File: src/rtl/clk_rst_pkg.sv
// Shared types and helpers for the clock/reset sequencing blocks.
package clk_rst_pkg;

  typedef enum logic [1:0] {
    SEQ_RESET   = 2'd0,
    SEQ_HOLD    = 2'd1,
    SEQ_RELEASE = 2'd2,
    SEQ_DONE    = 2'd3
  } clk_rst_seq_state_e;

  // Width of a counter that must reach the larger of the hold and stagger terminal counts.
  function automatic int unsigned seq_cnt_width(input int unsigned hold_cycles,
                                                input int unsigned stagger_cycles);
    int unsigned max_cycles;
    max_cycles = (hold_cycles > stagger_cycles) ? hold_cycles : stagger_cycles;
    return $clog2(max_cycles + 1);
  endfunction

endpackage

File: src/rtl/clk_rst_sync.sv
// Two-flop reset synchronizer: asserts asynchronously, releases on the second clock edge.
// rst_rel_o flags that the output is dropping on the coming edge, so a consumer can act
// on the same edge the synchronized reset falls instead of one edge later.
module clk_rst_sync (
  input  logic clk_i,
  input  logic rst_i,
  output logic rst_sync_o,
  output logic rst_rel_o
);

  logic meta_q;
  logic sync_q;

  // Async assert of both stages, zeros shifted in once the raw reset drops.
  always_ff @(posedge clk_i or posedge rst_i) begin
    if (rst_i) begin
      meta_q <= 1'b1;
      sync_q <= 1'b1;
    end else begin
      meta_q <= 1'b0;
      sync_q <= meta_q;
    end
  end

  assign rst_sync_o = sync_q;
  assign rst_rel_o  = ~meta_q;

endmodule

File: src/rtl/clk_rst_seq_ctrl.sv
// Reset sequencer: holds all domain resets after reset release, then lets them go one
// at a time in index order. A software request restarts the hold from any active state.
//
//  state       | meaning
//  SEQ_RESET   | top-level reset asserted or still synchronizing; all outputs held
//  SEQ_HOLD    | all resets held, counting the hold time
//  SEQ_RELEASE | releasing resets one per stagger period
//  SEQ_DONE    | every reset released; waits for a software re-reset
module clk_rst_seq_ctrl
  import clk_rst_pkg::*;
#(
  parameter int unsigned NUMBER_OF_RSTS = 4,
  parameter int unsigned HOLD_CYCLES    = 16,
  parameter int unsigned STAGGER_CYCLES = 8
) (
  input  logic                      clk,
  input  logic                      rst,
  input  logic                      sw_rst_req,
  output logic [NUMBER_OF_RSTS-1:0] rst_out,
  output logic [NUMBER_OF_RSTS-1:0] rst_n_out,
  output logic                      seq_busy,
  output logic                      seq_done
);

  localparam int unsigned CNT_W = seq_cnt_width(HOLD_CYCLES, STAGGER_CYCLES);
  localparam int unsigned IDX_W = $clog2(NUMBER_OF_RSTS + 1);

  clk_rst_seq_state_e        state_q, state_d;
  logic [CNT_W-1:0]          cnt_q, cnt_d;
  logic [IDX_W-1:0]          idx_q, idx_d;
  logic [NUMBER_OF_RSTS-1:0] rst_out_q, rst_out_d;
  logic                      busy_q, busy_d;
  logic                      done_q, done_d;
  logic                      rst_sync;
  logic                      rst_rel;

  clk_rst_sync u_sync (
    .clk_i      (clk),
    .rst_i      (rst),
    .rst_sync_o (rst_sync),
    .rst_rel_o  (rst_rel)
  );

  // State, counter, index and registered outputs; the raw reset forces them asynchronously.
  always_ff @(posedge clk or posedge rst) begin
    if (rst) begin
      state_q   <= SEQ_RESET;
      cnt_q     <= '0;
      idx_q     <= '0;
      rst_out_q <= '1;
      busy_q    <= 1'b0;
      done_q    <= 1'b0;
    end else begin
      state_q   <= state_d;
      cnt_q     <= cnt_d;
      idx_q     <= idx_d;
      rst_out_q <= rst_out_d;
      busy_q    <= busy_d;
      done_q    <= done_d;
    end
  end

  // Next-state logic: hold timer, staggered release, software re-reset override.
  always_comb begin
    state_d   = state_q;
    cnt_d     = cnt_q;
    idx_d     = idx_q;
    rst_out_d = rst_out_q;

    case (state_q)
      SEQ_RESET: begin
        rst_out_d = '1;
        // Leave on the edge the synchronized reset drops so timing counts from that edge.
        if (rst_rel || !rst_sync) begin
          state_d = SEQ_HOLD;
          cnt_d   = '0;
          idx_d   = '0;
        end
      end
      SEQ_HOLD: begin
        rst_out_d = '1;
        if (cnt_q == CNT_W'(HOLD_CYCLES - 1)) begin
          rst_out_d[0] = 1'b0;
          idx_d        = IDX_W'(1);
          cnt_d        = '0;
          state_d      = (NUMBER_OF_RSTS == 1) ? SEQ_DONE : SEQ_RELEASE;
        end else begin
          cnt_d = cnt_q + CNT_W'(1);
        end
      end
      SEQ_RELEASE: begin
        if (cnt_q == CNT_W'(STAGGER_CYCLES - 1)) begin
          for (int i = 0; i < int'(NUMBER_OF_RSTS); i++) begin
            if (idx_q == IDX_W'(i)) begin
              rst_out_d[i] = 1'b0;
            end
          end
          cnt_d = '0;
          idx_d = idx_q + IDX_W'(1);
          if (idx_q == IDX_W'(NUMBER_OF_RSTS - 1)) begin
            state_d = SEQ_DONE;
          end
        end else begin
          cnt_d = cnt_q + CNT_W'(1);
        end
      end
      SEQ_DONE: begin
        rst_out_d = '0;
      end
      default: begin
        state_d   = SEQ_RESET;
        rst_out_d = '1;
      end
    endcase

    // A software request beats any release happening on the same edge.
    if (sw_rst_req && (state_q != SEQ_RESET)) begin
      state_d   = SEQ_HOLD;
      cnt_d     = '0;
      idx_d     = '0;
      rst_out_d = '1;
    end
  end

  // Status flags follow the state being entered so they line up with rst_out.
  always_comb begin
    busy_d = (state_d == SEQ_HOLD) || (state_d == SEQ_RELEASE);
    done_d = (state_d == SEQ_DONE);
  end

  assign rst_out   = rst_out_q;
  assign rst_n_out = ~rst_out_q;
  assign seq_busy  = busy_q;
  assign seq_done  = done_q;

endmodule
File: config.mk
export PLATFORM = sky130hd
export DESIGN_NAME = clk_rst_seq_ctrl
export DESIGN_NICKNAME = d
export VERILOG_FILES = /design/src/rtl/clk_rst_pkg.sv /design/src/rtl/clk_rst_sync.sv /design/src/rtl/clk_rst_seq_ctrl.sv
export SDC_FILE = /design/constraint.sdc
export NUM_CORES = 1
export LEC_CHECK = 0
export ABC_AREA = 0
export CAP_MARGIN = 5
export CORE_MARGIN = 5
export CORE_UTILIZATION = 58
export CTS_CLUSTER_SIZE = 12
export DETAILED_ROUTE_END_ITERATION = 7
export PLACE_DENSITY = 0.93
export SETUP_SLACK_MARGIN = 0.4
export SLEW_MARGIN = 10
export SYNTH_ARGS = -nofsm -noshare
export SYNTH_HDL_FRONTEND = slang
export SYNTH_SLANG_ARGS = --single-unit
File: constraint.sdc
create_clock -name clk -period 4.7 [get_ports clk]
set_clock_uncertainty 0.15 [all_clocks]
set_input_delay 0.47 -clock clk [delete_from_list [all_inputs] [get_ports clk]]
set_output_delay 0.47 -clock clk [all_outputs]
set_load 0.02 [all_outputs]
=== Yosys cells after proc, flatten, opt, wreduce, memory -nomap -nowiden ===
Index checks and enable logic that the tools add are counted.

* Bits in registers: 18
* Logic and storage cells: 71

* Add/sub/neg operators: 2
* Eq/ne operators: 18
* Reductions and logical operators: 14
* Bitwise operators: 2
* Mux-type cells: 24

{| class="wikitable"
|+ Operators by type and width
! cell !! count
|-
| inequality test 3 bit (second input constant) || 7
|-
| two-way mux 5 bit || 4
|-
| case mux 4 bit (4 select lines) || 1
|-
| case mux 5 bit (3 select lines) || 1
|-
| two-way mux 3 bit || 4
|-
| two-way mux 2 bit || 5
|-
| AND reduction 2 bit || 5
|-
| case mux 3 bit (3 select lines) || 1
|-
| equality test 2 bit (second input constant) || 4
|-
| two-way mux 4 bit || 2
|-
| equality test 3 x 2 -> 1 bit (second input constant) || 2
|-
| case mux 2 bit (3 select lines) || 1
|-
| adder 5 x 1 -> 5 bit (second input constant) || 1
|-
| equality test 5 x 3 -> 1 bit (second input constant) || 1
|-
| equality test 5 x 4 -> 1 bit (second input constant) || 1
|-
| two-way mux 1 bit || 5
|-
| equality test 2 x 1 -> 1 bit (second input constant) || 2
|-
| NOT 4 bit || 1
|-
| AND reduction 4 bit || 1
|-
| nonzero test 4 bit || 1
|-
| adder 3 x 1 -> 3 bit (second input constant) || 1
|-
| equality test 3 x 1 -> 1 bit (second input constant) || 1
|-
| zero test 3 bit || 1
|-
| zero test 2 bit || 1
|-
| other kinds (5) || 6
|}

=== Logic depth before layout (Yosys ltp) ===
Gate-level depths: netlist (run 1).

* Depth in word-level cells: 7
* Depth in mapped cells: 8
* Depth with buffers taken out: 8

=== Cells and area by module ===
Synthesis (run 1) repeated with hierarchy kept, for this count alone.

* Cells, all modules: 106
* Area total of the unflattened synthesis: 1117.3 µm²

{| class="wikitable"
|+ By module, submodules not included
! module !! times used !! cells each !! area each (µm²)
|-
| clk_rst_seq_ctrl || 1 || 101 || 1053.5
|-
| clk_rst_sync || 1 || 5 || 63.8
|}

=== Least setup slack after synthesis (run 1) ===
Ideal clock, no wire load.

* Path type: register to register
* Start: register state_q[1]
* End: register idx_q[0]
* Required time: 4.425 ns
* Arrival time: 1.785 ns
* Stages on the path, launching flop included: 7
* Path slack: 2.640 ns
* Cells stage by stage: dfrtp_1 -> inv_1 -> ha_1 -> or3_1 -> and2_4 -> o21ai_4 -> mux2_4

* Cells in the longest elaborated chain, start to end: 4
* Elaborated cells between the ends (all ways): 12
* Those cells by class: 5 x eq/ne; 2 x mux; 5 x reduce/logical

{| class="wikitable"
|+ RTL lines
! item !! line !! text
|-
| start: declaration || clk_rst_seq_ctrl.sv:28 || <nowiki>clk_rst_seq_state_e state_q, state_d;</nowiki>
|-
| start signal: assignment || clk_rst_seq_ctrl.sv:54 || <nowiki>state_q <= state_d;</nowiki>
|-
| nonzero test 2 bit || clk_rst_seq_ctrl.sv:117 || <nowiki>if (sw_rst_req && (state_q != SEQ_RESET)) begin</nowiki>
|-
| logical AND 1 bit || clk_rst_seq_ctrl.sv:117 ||
|-
| inequality test 3 bit (no source line) or nonzero test 4 bit (tied branches) || n/a ||
|-
| AND reduction 4 bit (no source line) || n/a ||
|-
| end signal: assignment || clk_rst_seq_ctrl.sv:56 || <nowiki>idx_q <= idx_d;</nowiki>
|-
| end: declaration || clk_rst_seq_ctrl.sv:30 || <nowiki>logic [IDX_W-1:0] idx_q, idx_d;</nowiki>
|}

Several ways; a longest one is shown, not always the timed one.
A chain may end at the register's enable or synchronous reset.

=== Worst setup path in the final report (run 1) ===
Ends and elaborated chain as after synthesis.

==> results of run 1 <==
## sequential cells by signal (all words and copies together), names as in the netlist
register / flops
cnt_q: 5
idx_q: 3
rst_out: 4
seq_busy: 1
seq_done: 1
state_q: 2
u_sync.meta_q: 1
u_sync.rst_sync_o: 1
## per-stage QoR
step                      area, sq um  util, %
final                            1260     71.6
after global routing             1260     71.6
after CTS                        1260     71.6
after detailed placement         1240     70.1
after global placement           1240     70.1
after floorplan                  1100        -
## path summary, 6_finish.rpt
kind                          startpoint           endpoint  slack, ps  cells after the start
max                           state_q[1]           idx_q[0]       2460                      6
min                        u_sync.meta_q  u_sync.rst_sync_o        230                      0
max reg2reg                   state_q[1]           idx_q[0]       2460                      6
min reg2reg                u_sync.meta_q  u_sync.rst_sync_o        230                      0
max in group asynchronous            rst           idx_q[0]       3600                      2
min in group asynchronous            rst         state_q[1]        380                      2
## area by class of cell
type                       instances  area [sq um]
multi-input combinational         70           571
fill                             131           502
sequential                        18           458
timing repair buffer              12           120
inverter                          15          56.3
tap                               25          31.3
clock buffer                       4          26.3
## metal layers
| metal | global-route usage, % | vias up | wire length, microns |
|---|---|---|---|
| li1 | - | 397 | - |
| met3 | 3.88 | 3 | 100 |
| met2 | 31.2 | 19 | 1160 |
| met1 | 21.5 | 388 | 839 |
| met5 | 0 | - | 0 |
| met4 | 6.81 | 0 | 31 |
## power groups by stage
stage	Combinational, mW	Clock (mW)	Sequential, mW
4_1_cts	0.0215	0.0861	0.164
3_5_place_dp	0.0214	0	0.166
5_1_grt	0.0240	0.0933	0.164
6_report	0.0210	0.0841	0.164
3_3_place_gp	0.0201	0	0.166
2_1_floorplan	0.0165	0	0.165
## cells by family (layout without fill, tap and decap cells)
| logic type | Yosys count | count (layout) | share of synthesized area (%) |
|---|---|---|---|
| flops | 18 | 18 | 41.6 |
| mux | 8 | 8 | 8.18 |
| compound gates | 18 | 18 | 13.6 |
| other cells | 1 | 1 | 0.341 |
| simple gates | 30 | 30 | 14.9 |
| buf+inv | 17 | 31 | 6.59 |
| fa+ha+maj | 13 | 13 | 14.8 |
## layout by cell type (no fill, tap or decap), types with 2 or more instances in the layout
| cell | instances |
|---|---|
| ha_1 | 13 |
| a21oi_1 | 5 |
| nand3_1 | 4 |
| o21ai_0 | 2 |
| mux2_2 | 4 |
| nand2_1 | 7 |
| dfrtp_1 | 12 |
| nor3_1 | 5 |
| a32oi_1 | 2 |
| dfstp_2 | 6 |
| clkdlybuf4s50_1 | 12 |
| nor2_1 | 4 |
| inv_1 | 15 |
| clkbuf_4 | 3 |
| mux2i_1 | 3 |
==> impl_metrics.py, run 1 <==
metrics = {
    "pwr": {
        "pwr_density_cell_nw_per_um2": 213,
        "power.switching_uw": 66.4,
        "peakVddDrop_v": 0.000183,
        "p_int_uw": 202,
        "p_leak_nw": 0.601,
        "pwr-share-comb_pct": 7.8,
        "p_seq_share_pct": 60.9,
        "p_clk_share_pct": 31.3,
        "total_power_uw": 269,
        "switching_share_pct": 24.7,
    },
    "clock_tree": {
        "h-tree-depth": 1,
        "clk_latency_ps": 310,
        "clk_pin_slew_ps": 110,
        "cts_tree": "built",
        "cts_setup_buffers": 0,
        "cts_resized": 0,
        "clock-root-buffer": "clkbuf_4",
        "hold_buffers": 0,
        "numCtsBuffers": 3,
        "clkSinkCount": 18,
        "cts_max_path_buffers": 2,
    },
    "floorplan": {
        "die_y_microns": 53.6,
        "core_sq_um": 1760,
        "io_pins": 13,
        "die_x_microns": 53.6,
        "initial_core_util_pct": 62.4,
        "fp-row-count": 15,
        "dieArea_sq_um": 2870,
    },
    "min_path": {
        "hp-class": "reg -> reg",
    },
    "route": {
        "route.vias.total": 807,
        "first_iter_violations": 18,
        "drc": 0,
        "drt-pass1-iter-count": 4,
        "ant_nets": 0,
        "wl_per_cell_microns": 14.8,
        "vias_per_cell": 5.60,
        "routed_wl_mm": 2.13,
    },
    "critical_path": {
        "worstSetupPathType": "reg -> reg",
        "end_kind": "flop",
        "path_max_fanout": 6,
        "slowest_stage": "dfrtp_1",
        "crit_path_cell_trace": "inv_1 -> ha_1 -> or3_1 -> and2_4 -> o21ai_4 -> mux2_4",
        "crit_family": "simple AND/OR/NAND/NOR gates",
        "worst_setup_path_start_kind": "flop",
        "crit_required_ps": 4750,
        "crit_arrival_ps": 2290,
        "cp.buffers_inverters": 1,
        "cpPeakStageDelay_ps": 450,
    },
    "grt": {
        "grt_max_degree": 19,
        "grt_pass1_vias": 812,
        "grt_antenna_before_repair": 0,
        "grt_pass1_wl_mm": 3.60,
        "grt_use_total_pct": 17.9,
        "grt-ovfl-total": 0,
    },
    "timing": {
        "worst_pin_slew_ps": 637,
        "hold_ws_ps": 233,
        "setup-tns-final_ps": 0,
        "maxSlewViolCount": 0,
        "fin_crit_sh_pct": 47.7,
        "rsz0062_at_grt": "false",
        "setup_viol": 0,
        "slew-limit-headroom_pct": 57.5,
        "hold_viol_final": 0,
        "min_period_ps": 2240,
        "fmax_ghz": 0.446,
        "finalWorstSetupSlack_ps": 2460,
    },
    "synth": {
        "synth.top_cell.area_share_pct": 27.3,
        "synth_cell_types": 36,
        "synth_most_common_cell": "inv_1",
        "synth_common_cells": "inv_1 (15), ha_1 (13), dfrtp_1 (12), nand2_1 (7), dfstp_2 (6)",
        "ys_seq_elements": 18,
        "async_reset_ff_share_pct": 100,
        "ys.warnings.count": 0,
        "avgSynthCellArea_sq_um": 10.5,
        "synth_nets": 121,
        "synthCells": 105,
        "synth_flop_cell": "dfrtp_1",
        "ys_seq_area_share_pct": 41.6,
        "syn_area_sq_um": 1100,
        "synth-edff-count": 0,
        "yosys.area.top_type": "dfrtp_1",
        "ys_top_cells_by_area": "dfrtp_1 (27%), ha_1 (15%), dfstp_2 (14%), inv_1 (5.1%), mux2_2 (4.1%)",
    },
    "layout": {
        "fin_nets": 136,
        "finish.cell_count_without_fillers": 144,
        "antenna_cells": 0,
        "layout-drive-gt1-share_pct": 16.0,
        "area_delta_synth_final_pct": 14.7,
    },
    "flow_run": {
        "drv_cap": 0,
    },
    "status": {
        "status": "finished, final reports clean",
    },
    "placed_design": {
        "hpwl_mm": 1.73,
        "dp.cells": 140,
        "port_buffers": 12,
        "detailedPlace.worstSlack_ps": 2450,
        "place_congestion": 0.967,
    },
}
No activity file was read; power rests on OpenSTA's default activity.
==> inputs of run 2 (changes only) <==
CORE_UTILIZATION = 54   (was 58)
PLACE_DENSITY = 0.88   (was 0.93)
clock period = 2.15 ns   (was 4.7 ns; I/O delays follow)
==> impl_metrics.py, run 2 (synthesis results as in run 1) <==
metrics = {
    "route": {
        "routed_wl_mm": 3.63,
        "route.vias.total": 1042,
        "drt-pass1-iter-count": 4,
        "wl_met2_mm": 1.75,
        "dr_wl_met3_microns": 266,
        "met1Wirelength_mm": 1.47,
        "ant_nets": 0,
        "wl_per_cell_microns": 21.7,
        "first_iter_violations": 55,
        "vias_per_cell": 6.24,
        "highest_layer": "met4",
        "drc": 0,
    },
    "floorplan": {
        "fp-row-count": 16,
        "die_x_microns": 55.2,
        "io_pins": 13,
        "core_sq_um": 1960,
        "dieArea_sq_um": 3040,
        "initial_core_util_pct": 56.1,
        "die_y_microns": 55.2,
    },
    "layout": {
        "layout_commonest_cell": "buf_4",
        "layout-drive-gt1-share_pct": 47.9,
        "finish.cell_count_without_fillers": 167,
        "area_delta_synth_final_pct": 44.9,
        "final_cell_mix": "buf_4 (18), inv_1 (12), dfrtp_1 (11), dlygate4sd2_1 (8), ha_1 (7)",
        "fin_nets": 157,
        "antenna_cells": 0,
        "largest_reg_flops": 5,
        "top_register": "cnt_q",
    },
    "clock_tree": {
        "clk_pin_slew_ps": 100,
        "hold_buffers": 0,
        "cts_max_path_buffers": 2,
        "clock-root-buffer": "clkbuf_4",
        "h-tree-depth": 1,
        "clkSinkCount": 18,
        "clk_latency_ps": 310,
        "cts_tree": "built",
        "numCtsBuffers": 3,
    },
    "timing": {
        "rsz0062_at_grt": "true",
        "maxSlewViolCount": 0,
        "slew-limit-headroom_pct": 52.9,
        "fin_crit_sh_pct": 95.2,
        "setup-tns-final_ps": 0,
        "hold_ws_ps": 159,
        "min_period_ps": 2050,
        "hold_viol_final": 0,
        "fmax_ghz": 0.488,
        "worst_pin_slew_ps": 706,
        "setup_viol": 0,
    },
    "min_path": {
        "hp-class": "in -> async",
    },
    "grt": {
        "grt_pass1_wl_mm": 5.05,
        "grt_use_total_pct": 23.8,
        "grt_max_degree": 19,
        "grt_antenna_before_repair": 0,
        "grt_pass1_vias": 1014,
        "grt-ovfl-total": 0,
    },
    "pwr": {
        "peakVddDrop_v": 0.000497,
        "pwr_density_cell_nw_per_um2": 411,
        "p_leak_nw": 0.735,
    },
    "critical_path": {
        "slowest_stage": "dfrtp_1",
        "crit_path_cell_trace": "ha_4 -> nand3_4 -> inv_2 -> ha_4 -> and2b_4 -> o211ai_4 -> or3b_1 -> o2bb2ai_1",
        "r2r_start": "cnt_q[0]",
        "r2r_cells": 8,
        "end_kind": "flop",
        "rr_endpoint": "cnt_q[2]",
        "cp_common_cell": "ha_4",
        "r2r_slack_ps": 100,
        "cpPeakStageDelay_ps": 430,
        "worst_setup_path_start_kind": "flop",
        "crit_arrival_ps": 2130,
        "worstSetupPathType": "reg -> reg",
        "path_max_fanout": 4,
        "crit_required_ps": 2240,
    },
    "flow_run": {
        "drv_cap": 0,
    },
    "placed_design": {
        "dp.cells": 145,
        "hpwl_mm": 1.71,
        "port_buffers": 12,
        "place_congestion": 0.900,
    },
    "status": {
        "status": "finished, final reports clean",
    },
}
## run 2: changes by cell type in the layout (fill, tap and decap cells not counted), moves of 3 or more
cell and delta:
buf_4 +18, clkdlybuf4s50_1 -8, dlygate4sd2_1 +8, ha_1 -6
ha_4 +4, inv_1 -3, inv_2 +3, nor3_1 -3
nor3_2 +3
## run 2: area by class of cell
type,instances,area [sq um]
inverters,15,56.3
multi-input cells,70,737
clock buffers,4,36.3
fillers,105,367
well taps,27,33.8
repair buffers,33,273
flip-flops and latches,18,459
## run 2: metal layers
metal	global-route usage [%]	vias up
li1	-	439
met1	30.8	516
met2	39.2	66
met3	2.68	21
met4	12.1	0
met5	0	-
## run 2: how the worst max path moves through the flow
stage,to,cells after the start,slack (ps),from
2_1_floorplan,idx_q[0],8,200,cnt_q[1]
3_3_place_gp,seq_busy,8,140,cnt_q[1]
3_5_place_dp,seq_busy,8,50,cnt_q[1]
4_1_cts,seq_busy,8,110,cnt_q[0]
5_1_grt,cnt_q[2],8,40,cnt_q[1]
6_report,cnt_q[2],8,100,cnt_q[0]
## run 2: repair_timing
| item | in CTS | in global routing |
|---|---|---|
| pin swaps | 10 | 8 |
| cloned | 0 | 0 |
| endpoints found under the setup margin | 23 | 16 |
| hold endpoints to repair | 0 | 0 |
| setup buffers | 11 | 7 |
| gates resized for setup | 23 | 16 |
## run 2: through the flow
stage                     worst slack (ps)  utilization (%)  power [mW]  cell area, sq um
after detailed placement              52.9             66.0       0.418              1290
after global placement                 135             66.0       0.415              1290
after CTS                              115             74.9       0.642              1470
final                                  103             81.3       0.655              1600
after floorplan                        198                -       0.401              1130
after global routing                  37.2             81.3       0.683              1600
## run 2: where the power goes
group	switching, mW	total (mW)	internal [mW]
Sequential	0.0112	0.360	0.349
Combinational	0.0392	0.0763	0.0371
Clock	0.115	0.219	0.104
Total	0.165	0.655	0.490
## run 2: critical path, delay by kind of cell (launching register included)
| kind | cells | cell delay, ps |
|---|---|---|
| simple gates | 3 | 760 |
| flops | 1 | 430 |
| fa+ha+maj | 2 | 330 |
| compound gates | 2 | 250 |
| buf+inv | 1 | 50 |
